File: config.mk
export PLATFORM = sky130hd
export DESIGN_NAME = bp_lce_resp_credit_arb
export DESIGN_NICKNAME = d
export VERILOG_FILES = /design/src/rtl/bp_common_pkg.sv /design/src/rtl/bp_lce_credit_counter.sv /design/src/rtl/bp_lce_resp_credit_arb.sv
export SDC_FILE = /design/constraint.sdc
export NUM_CORES = 1
export LEC_CHECK = 0
export BUFFER_PORTS_ARGS = -buffer_cell sky130_fd_sc_hd__buf_2
export CORE_AREA = 2 2 82 84
export CTS_BUF_LIST = sky130_fd_sc_hd__clkbuf_16
export CTS_CLUSTER_DIAMETER = 80
export DETAILED_ROUTE_END_ITERATION = 6
export DIE_AREA = 0 0 84 86
export PLACE_DENSITY = 0.62
export SETUP_SLACK_MARGIN = 0.4
export SLEW_MARGIN = 30
export SYNTH_ARGS = -nofsm -noshare
export SYNTH_HDL_FRONTEND = slang
export SYNTH_HIERARCHICAL = 1
export SYNTH_SLANG_ARGS = --single-unit
export TNS_END_PERCENT = 30
File: constraint.sdc
create_clock -name clk_i -period 3.4 [get_ports clk_i]
set_input_delay 0.51 -clock clk_i [delete_from_list [all_inputs] [get_ports clk_i]]
set_output_delay 0.51 -clock clk_i [all_outputs]
set_load 0.02 [all_outputs]
File: src/rtl/bp_common_pkg.sv
// Shared LCE response parameters and small helpers.
// Provides the credit-count width macro used by the LCE response block.
`ifndef BSG_WIDTH
`define BSG_WIDTH(x) ($clog2((x)+1))
`endif

package bp_common_pkg;

  localparam int lce_resp_width_gp = 64;

  // Operand is always below 2*n, so one subtract replaces a modulo.
  function automatic int wrap_f(input int a, input int n);
    if (a >= n) return a - n;
    return a;
  endfunction

endpackage

File: src/rtl/bp_lce_credit_counter.sv
// Outstanding-request credit counter with multi-strobe return.
// Clamps at zero on underflow and latches a sticky error.
module bp_lce_credit_counter
  import bp_common_pkg::*;
#(
  parameter int max_credits_p = 8,
  parameter int num_ret_p     = 4
) (
  input  logic                                clk_i,
  input  logic                                reset_n_i,
  input  logic                                inc_i,
  input  logic [num_ret_p-1:0]                ret_i,
  output logic [`BSG_WIDTH(max_credits_p)-1:0] count_o,
  output logic                                full_o,
  output logic                                empty_o,
  output logic                                error_o
);

  localparam int cw_lp = `BSG_WIDTH(max_credits_p);

  logic [cw_lp-1:0] count_r;
  logic [cw_lp-1:0] count_n;
  logic             error_r;
  logic             under;
  int               dec;
  int               sum;

  always_comb begin
    dec = 0;
    for (int i = 0; i < num_ret_p; i++) begin
      dec = dec + (ret_i[i] ? 1 : 0);
    end
    sum     = int'(count_r) + (inc_i ? 1 : 0) - dec;
    under   = (sum < 0);
    count_n = under ? '0 : cw_lp'(sum);
  end

  always_ff @(posedge clk_i or negedge reset_n_i) begin
    if (!reset_n_i) begin
      count_r <= '0;
      error_r <= 1'b0;
    end else begin
      count_r <= count_n;
      error_r <= error_r | under;
    end
  end

  assign count_o = count_r;
  assign full_o  = (count_r == cw_lp'(max_credits_p));
  assign empty_o = (count_r == '0);
  assign error_o = error_r;

endmodule

File: src/rtl/bp_lce_resp_credit_arb.sv
// N-way LCE response arbiter with grant lock and request credits.
// Fixed-priority or round-robin; grant holds while backpressured.
module bp_lce_resp_credit_arb
  import bp_common_pkg::*;
#(
  parameter int num_src_p     = 2,
  parameter int resp_width_p  = lce_resp_width_gp,
  parameter int rr_mode_p     = 0,
  parameter int max_credits_p = 8,
  parameter int num_ret_p     = 4
) (
  input  logic                                clk_i,
  input  logic                                reset_n_i,
  input  logic [num_src_p*resp_width_p-1:0]   src_resp_i,
  input  logic [num_src_p-1:0]                src_v_i,
  output logic [num_src_p-1:0]                src_yumi_o,
  output logic [resp_width_p-1:0]             lce_resp_o,
  output logic                                lce_resp_v_o,
  input  logic                                lce_resp_ready_i,
  input  logic                                lce_req_v_i,
  input  logic                                lce_req_ready_i,
  output logic                                lce_req_ready_o,
  input  logic [num_ret_p-1:0]                credit_return_i,
  output logic [`BSG_WIDTH(max_credits_p)-1:0] credit_count_o,
  output logic                                credits_full_o,
  output logic                                credits_empty_o,
  output logic                                credit_error_o
);

  localparam int ptr_w_lp = (num_src_p > 1) ? $clog2(num_src_p) : 1;

  logic [ptr_w_lp-1:0] rr_ptr_r;
  logic [ptr_w_lp-1:0] lock_idx_r;
  logic [ptr_w_lp-1:0] pick;
  logic [ptr_w_lp-1:0] grant;
  logic [ptr_w_lp-1:0] ptr_next;
  logic                lock_r;
  logic                pick_v;
  logic                resp_v;
  logic                hs;
  logic                inc;
  int                  j;

  // Last match wins, so scan from the far end toward the start.
  always_comb begin
    pick   = '0;
    pick_v = 1'b0;
    j      = 0;
    for (int k = num_src_p - 1; k >= 0; k--) begin
      j = (rr_mode_p != 0) ? wrap_f(int'(rr_ptr_r) + k, num_src_p) : k;
      if (src_v_i[j]) begin
        pick   = ptr_w_lp'(j);
        pick_v = 1'b1;
      end
    end
  end

  assign grant  = lock_r ? lock_idx_r : pick;
  assign resp_v = lock_r ? src_v_i[lock_idx_r] : pick_v;

  assign lce_resp_v_o = reset_n_i & resp_v;
  assign hs           = lce_resp_v_o & lce_resp_ready_i;
  assign lce_resp_o   = src_resp_i[int'(grant)*resp_width_p +: resp_width_p];

  always_comb begin
    src_yumi_o = '0;
    if (hs) src_yumi_o[grant] = 1'b1;
  end

  assign ptr_next = ptr_w_lp'(wrap_f(int'(grant) + 1, num_src_p));

  always_ff @(posedge clk_i or negedge reset_n_i) begin
    if (!reset_n_i) begin
      rr_ptr_r   <= '0;
      lock_r     <= 1'b0;
      lock_idx_r <= '0;
    end else if (hs) begin
      lock_r <= 1'b0;
      if (rr_mode_p != 0) rr_ptr_r <= ptr_next;
    end else if (lce_resp_v_o) begin
      lock_r     <= 1'b1;
      lock_idx_r <= grant;
    end
  end

  assign lce_req_ready_o = reset_n_i & lce_req_ready_i & ~credits_full_o;
  assign inc             = lce_req_v_i & lce_req_ready_o;

  bp_lce_credit_counter #(
    .max_credits_p(max_credits_p),
    .num_ret_p    (num_ret_p)
  ) credit_counter (
    .clk_i    (clk_i),
    .reset_n_i(reset_n_i),
    .inc_i    (inc),
    .ret_i    (credit_return_i),
    .count_o  (credit_count_o),
    .full_o   (credits_full_o),
    .empty_o  (credits_empty_o),
    .error_o  (credit_error_o)
  );

endmodule

==> impl_results.md, run 1 <==
* Postcts setup bufs at 0
* Via count at 1771
* Slew Viols, Final at 0
* Layout filler cell count at 652
* Nets@finish at 487
* CP Depth at 6
* Hold_buf cts at 0
* Mean post-synth cell area at 10.6 sq um
* CTS Sinks at 7
* Mapped Area at 0.00134 sq mm
* Post-synth cell types at 27
* Most area-hungry cell type in the Yosys netlist: mux2_2
* Sequential share of power at 11.8%
* All-Layer GR Usage at 14.4%
* Share of the synthesized area in the top cell type at 49.5%
* Die Y at 86 um
* Clock power share at 14.4%
* Top post-synthesis cells by area: mux2_2 (50%), dfrtp_1 (13%), fa_1 (6.0%)
* Leak pwr at 1.42 nW
* Total Wirelength at 5860 um
* Clock Tree Buf Depth at 2
* Number of global-route vias before repair at 1651
* DRT iter0 DRCs at 32
* Largest net degree at the start of global routing at 58
* Final GP Congestion at 0.754
* Critical path class: input pin to output port
* DR vias/cell at 4.23
* Outcome: finished clean
* Std-Cell Rows at 29
* VDD IR max at 485 uV
* Clock skew at 0.000214 ns
* Die Area at 0.00722 sq mm
* Max-cap viol count at 0
* WP buf/inv at 4
* Drc violations at 0
* Final hold violation count at 0
* Ys Warns at 6
* Max Fclk at 0.374 GHz
* Initial antenna violation count at 4
* Net Sw Frac at 46.4%
* Die X at 84 um
* Worst Path Required at 2.89 ns
* Slowest stage delay, CP at 0.52 ns
* DP Area at 0.00247 sq mm
* Commonest non-fill, non-tap cells in the layout: buf_2 (213), mux2_2 (59), inv_1 (14)
* Crit-path max FO at 57
* NetSw at 645 uW
* Global-route wire length before repair at 8230 um
* H-tree depth at 1
* Setup crit start kind: input pin
* CP arrival at 2.17 ns
* Fin crit period at 2.68 ns
* Most common cell on crit path: buf_2
* Crit share post-route at 78.7%
* Initial DRT Pass Iterations at 4
* Syn_nets at 274
* CP endpoint kind: output port
* Synthesized instance count at 127
* Final Setup Violations at 0
* #FFs+latches synth at 7
* Total gr overflow at 0
* Seq/Total Area, Yosys at 13.1%
* Area growth, synth to finish at 90.5%
* Clock slew at reported path FFs at 0.04 ns
* Pwr Density at 544 mW/mm^2
* Max_slew headroom at 64.8%
* CTS Buf Count at 3
* Unrepaired setup endpoints after global routing: no
* Final ANT Viol Nets at 0
* Most common cell after layout, fill and taps aside: buf_2
* Multi-input logic area at 0.00105 sq mm
* TritonCTS clock tree: yes
* Top Ports at 214
* Register area at 175 sq um
* DPL Wire Length at 5190 um
* Share of layout cells above drive strength 1 at 82.9%
* Crit-path slowest cell: o31ai_4
* Int Pwr at 744 uW
* Worst min path class: input pin to asynchronous set/reset pin
* # port buffers at 213
* Logic pwr share at 73.7%
* Later-pin clock latency in the skew report at 0.23 ns
* Worst-margin pin slew at 0.528 ns
* CP top delay family: buffers and inverters
* Worst reg2reg path depth at 14
* Crit path cell chain: buf_2 > inv_1 > o31ai_4 > buf_12 > mux2_2 > buf_2
* Root Driver: clkbuf_16
* Initial core utilization at 21.4%
* Core Box Area at 0.00628 sq mm
* Setup TNS at 0 ns
* # resized after CTS at 0
* Fin area at 0.00255 sq mm
* Per-cell routed wire length at 14.0 um
[flip-flops by register name, indices dropped and copies added (netlist names)]
name	count
lock_r	1
credit_counter/error_o	1
lock_idx_r	1
credit_counter/count_o	4
[power groups by stage]
stage / combinational, mW / sequential [mW] / clock (mW)
final: 1.02 / 0.164 / 0.201
after CTS: 1.04 / 0.166 / 0.208
after global routing: 1.11 / 0.172 / 0.210
after global placement: 1.02 / 0.165 / 0
after floorplan: 0.715 / 0.188 / 0
after detailed placement: 1.03 / 0.166 / 0
[per-stage QoR]
step / util [%] / setup WS, ns / total power, mW / hold slack [ns] / std cells
global placement: 39.3 / 0.745 / 1.18 / 0.451 / 412
CTS: 40.6 / 0.711 / 1.41 / 0.219 / 416
floorplan: - / 0.441 / 0.903 / 0.214 / 127
detailed placement: 39.3 / 0.710 / 1.19 / 0.457 / 412
finish: 40.7 / 0.723 / 1.39 / 0.217 / 419
global route: 40.6 / 0.542 / 1.49 / 0.229 / 416
[synthesized netlist by cell type]
| master | n |
|---|---|
| mux2_2 | 59 |
| inv_1 | 13 |
| dfrtp_1 | 7 |
| buf_6 | 6 |
| mux2_1 | 5 |
| fa_1 | 4 |
| ha_1 | 4 |
| a21oi_1 | 3 |
| and2_1 | 3 |
| nor2_1 | 3 |
| and4_1 | 2 |
| nand2_1 | 2 |
| o21ai_0 | 2 |
| a211oi_1 | 1 |
| a21o_1 | 1 |
| clkbuf_1 | 1 |
| inv_2 | 1 |
| mux2i_1 | 1 |
| nand2b_1 | 1 |
| nand2b_4 | 1 |
| nor2b_1 | 1 |
| nor3_1 | 1 |
| nor3b_1 | 1 |
| nor4_1 | 1 |
| nor4_2 | 1 |
| o31ai_1 | 1 |
| o31ai_4 | 1 |
[per-layer routing]
metal	global-route usage, %	share of wire, %	vias up
met5	0	0.19	-
li1	-	-	884
met2	26.0	52	96
met4	5.87	2.2	2
met1	14.5	34	774
met3	6.26	12	15
[cells by family after synthesis]
logic type	count (synthesis)	share of synthesized area [%]
compound gates	9	5.13
simple gates	17	8.40
mux	65	54.5
buf+inv	21	9.23
flops	7	13.1
fa+ha+maj	8	9.70
[cell type report]
class | count | share of cell area [%]
clock inverters | 1 | 0.147
well taps | 77 | 3.77
diodes | 3 | 0.294
clock buffers | 3 | 2.94
multi-input cells | 99 | 41.1
repair buffers | 215 | 42.8
inverters | 14 | 2.06
flip-flops and latches | 7 | 6.86
[worst paths after layout]
check | end | slack, ns | startpoint
worst max-delay path | lce_resp_o[16] | 0.72 | src_v_i[1]
worst max register to register | credit_counter/count_o[2] | 0.73 | credit_counter/count_o[3]
worst min register to register | credit_counter/error_o | 0.47 | credit_counter/error_o
min in group clk_i | credit_counter/error_o | 0.47 | credit_counter/error_o
max in group asynchronous | lock_r | 3.05 | reset_n_i
worst min-delay path | credit_counter/count_o[0] | 0.22 | reset_n_i
Note: power is estimated with default switching activity, not from simulation.
==> inputs of run 2 (changes only) <==
==> constraint.sdc (replaced) <==
create_clock -name clk_i -period 2.8 [get_ports clk_i]
set_input_delay 0.42 -clock clk_i [delete_from_list [all_inputs] [get_ports clk_i]]
set_output_delay 0.42 -clock clk_i [all_outputs]
set_load 0.02 [all_outputs]
==> impl_results.md, run 2 (same netlist as run 1, synthesis figures left out) <==
* Core Box Area at 0.00628 sq mm
* CP endpoint kind: flop
* Wl on met1 at 2070 um
* DP Area at 0.00250 sq mm
* Global-route wire length before repair at 8530 um
* Number of global-route vias before repair at 1725
* Initial DRT Pass Iterations at 4
* Final core occ at 42.0%
* Max_slew headroom at 78.3%
* DR WL met3 at 518 um
* Critical R2R Capture: credit_counter/count_o[1]
* Pre-CTS setup slack at 0.165 ns
* Layout filler cell count at 657
* CP arrival at 2.70 ns
* Final Setup Violations at 0
* Crit share post-route at 90.9%
* Worst reg2reg path depth at 13
* Max-cap viol count at 0
* Share of layout cells above drive strength 1 at 86.7%
* Unrepaired setup endpoints after global routing: yes
* Total Wirelength at 5760 um
* Hold_buf cts at 0
* DR vias/cell at 4.28
* Clock skew at 0.00116 ns
* Pwr Density at 692 mW/mm^2
* Final ANT Viol Nets at 0
* Critical path class: flop to flop
* Initial antenna violation count at 2
* Reg-to-reg slack, setup at 0.26 ns
* Largest net degree at the start of global routing at 45
* Initial core utilization at 21.4%
* DPL Wire Length at 5160 um
* Max Fclk at 0.393 GHz
* Per-cell routed wire length at 13.6 um
* Reg2Reg Launch Point: credit_counter/count_o[1]
* Die X at 84 um
* H-tree depth at 1
* Later-pin clock latency in the skew report at 0.23 ns
* Std-Cell Rows at 29
* Final GP Congestion at 0.818
* Nets@finish at 493
* Max reg flops at 4
* Crit-path max FO at 4
* All-Layer GR Usage at 14.1%
* Area growth, synth to finish at 96.4%
* # port buffers at 213
* Most common cell after layout, fill and taps aside: buf_2
* Routed wl met2 at 3100 um
* Worst-margin pin slew at 0.322 ns
* Leak pwr at 1.45 nW
* Die Area at 0.00722 sq mm
* CTS Sinks at 7
* Worst min path class: input pin to asynchronous set/reset pin
* Max layer used: met5
* Fin area at 0.00263 sq mm
* Total gr overflow at 0
* Fin crit period at 2.54 ns
* Clock Tree Buf Depth at 2
* Die Y at 86 um
* TritonCTS clock tree: yes
* Total chip power at 1.82 mW
* Slew Viols, Final at 0
* Worst Path Required at 2.96 ns
* Final worst slack at 0.256 ns
* Final hold violation count at 0
* VDD IR max at 622 uV
* Commonest non-fill, non-tap cells in the layout: buf_2 (213), mux2_2 (59), inv_1 (11)
* Drc violations at 0
* Setup TNS at 0 ns
* CTS Buf Count at 3
* Outcome: finished clean
* Root Driver: clkbuf_16
* DRT iter0 DRCs at 15
* Setup crit start kind: flop
* Clock slew at reported path FFs at 0.04 ns
* Top Ports at 214
* Via count at 1809
## run 2: cell types whose count changed in the layout (fill, tap and decap cells not counted), moves of 3 or more
cell	change
dfrtp_1	-3
dfrtp_2	+3
inv_2	+3
buf_4	+6
inv_1	-3
## run 2: timing repair
| item | in CTS | in global routing |
|---|---|---|
| setup buffers | 3 | 2 |
| endpoints found under the setup margin | 5 | 5 |
| resized for setup | 3 | 2 |
| pin swaps | 2 | 1 |
## run 2: routing by layer
| layer | up-vias | GRT usage, % |
|---|---|---|
| met5 | - | 0 |
| met4 | 2 | 1.61 |
| met3 | 6 | 4.14 |
| met2 | 90 | 27.2 |
| met1 | 812 | 15.8 |
| li1 | 899 | - |
## run 2: cell type report
| cell class | count | area, sq um | share of cell area, % |
|---|---|---|---|
| repair buffers | 221 | 1140 | 43.2 |
| inverters | 14 | 52.6 | 2.00 |
| clock inverters | 1 | 3.75 | 0.143 |
| diodes | 1 | 2.50 | 0.0950 |
| flip-flops and latches | 7 | 179 | 6.79 |
| multi-input cells | 99 | 1090 | 41.2 |
| well taps | 77 | 96.3 | 3.66 |
| clock buffers | 3 | 75.1 | 2.85 |
## run 2: how the worst max path moves through the flow
| stage | end | slack [ns] | cells past startpoint | from |
|---|---|---|---|---|
| finish | credit_counter/count_o[1] | 0.26 | 13 | credit_counter/count_o[1] |
| CTS | credit_counter/count_o[1] | 0.24 | 13 | credit_counter/count_o[0] |
| global route | credit_counter/count_o[0] | 0.16 | 13 | credit_counter/count_o[1] |
| global placement | credit_counter/count_o[2] | 0.28 | 12 | credit_counter/count_o[2] |
| floorplan | credit_counter/count_o[2] | 0.04 | 12 | credit_counter/count_o[2] |
| detailed placement | credit_counter/count_o[1] | 0.16 | 13 | credit_counter/count_o[2] |
## run 2: report_power, final
group          total (mW)  internal (mW)  switching (mW)
Combinational        1.39          0.669           0.724
Clock               0.235          0.185          0.0492
Sequential          0.194          0.147          0.0472
## run 2: worst max-delay path, stage by stage (launching register included)
cell      delay (ns)
dfrtp_2         0.42
nor4_4          0.36
nor2_4          0.05
and2_4          0.14
inv_2           0.04
fa_1            0.40
inv_1           0.07
ha_2            0.17
inv_2           0.03
fa_2            0.32
inv_2           0.07
ha_4            0.13
nand2b_4        0.13
nor2b_4         0.12
## run 2: stage by stage
step | hold WS, ns | std cells
final | 0.142 | 423
after global routing | 0.162 | 422
after global placement | 0.387 | 413
after CTS | 0.153 | 420
after floorplan | 0.124 | 127
after detailed placement | 0.390 | 413
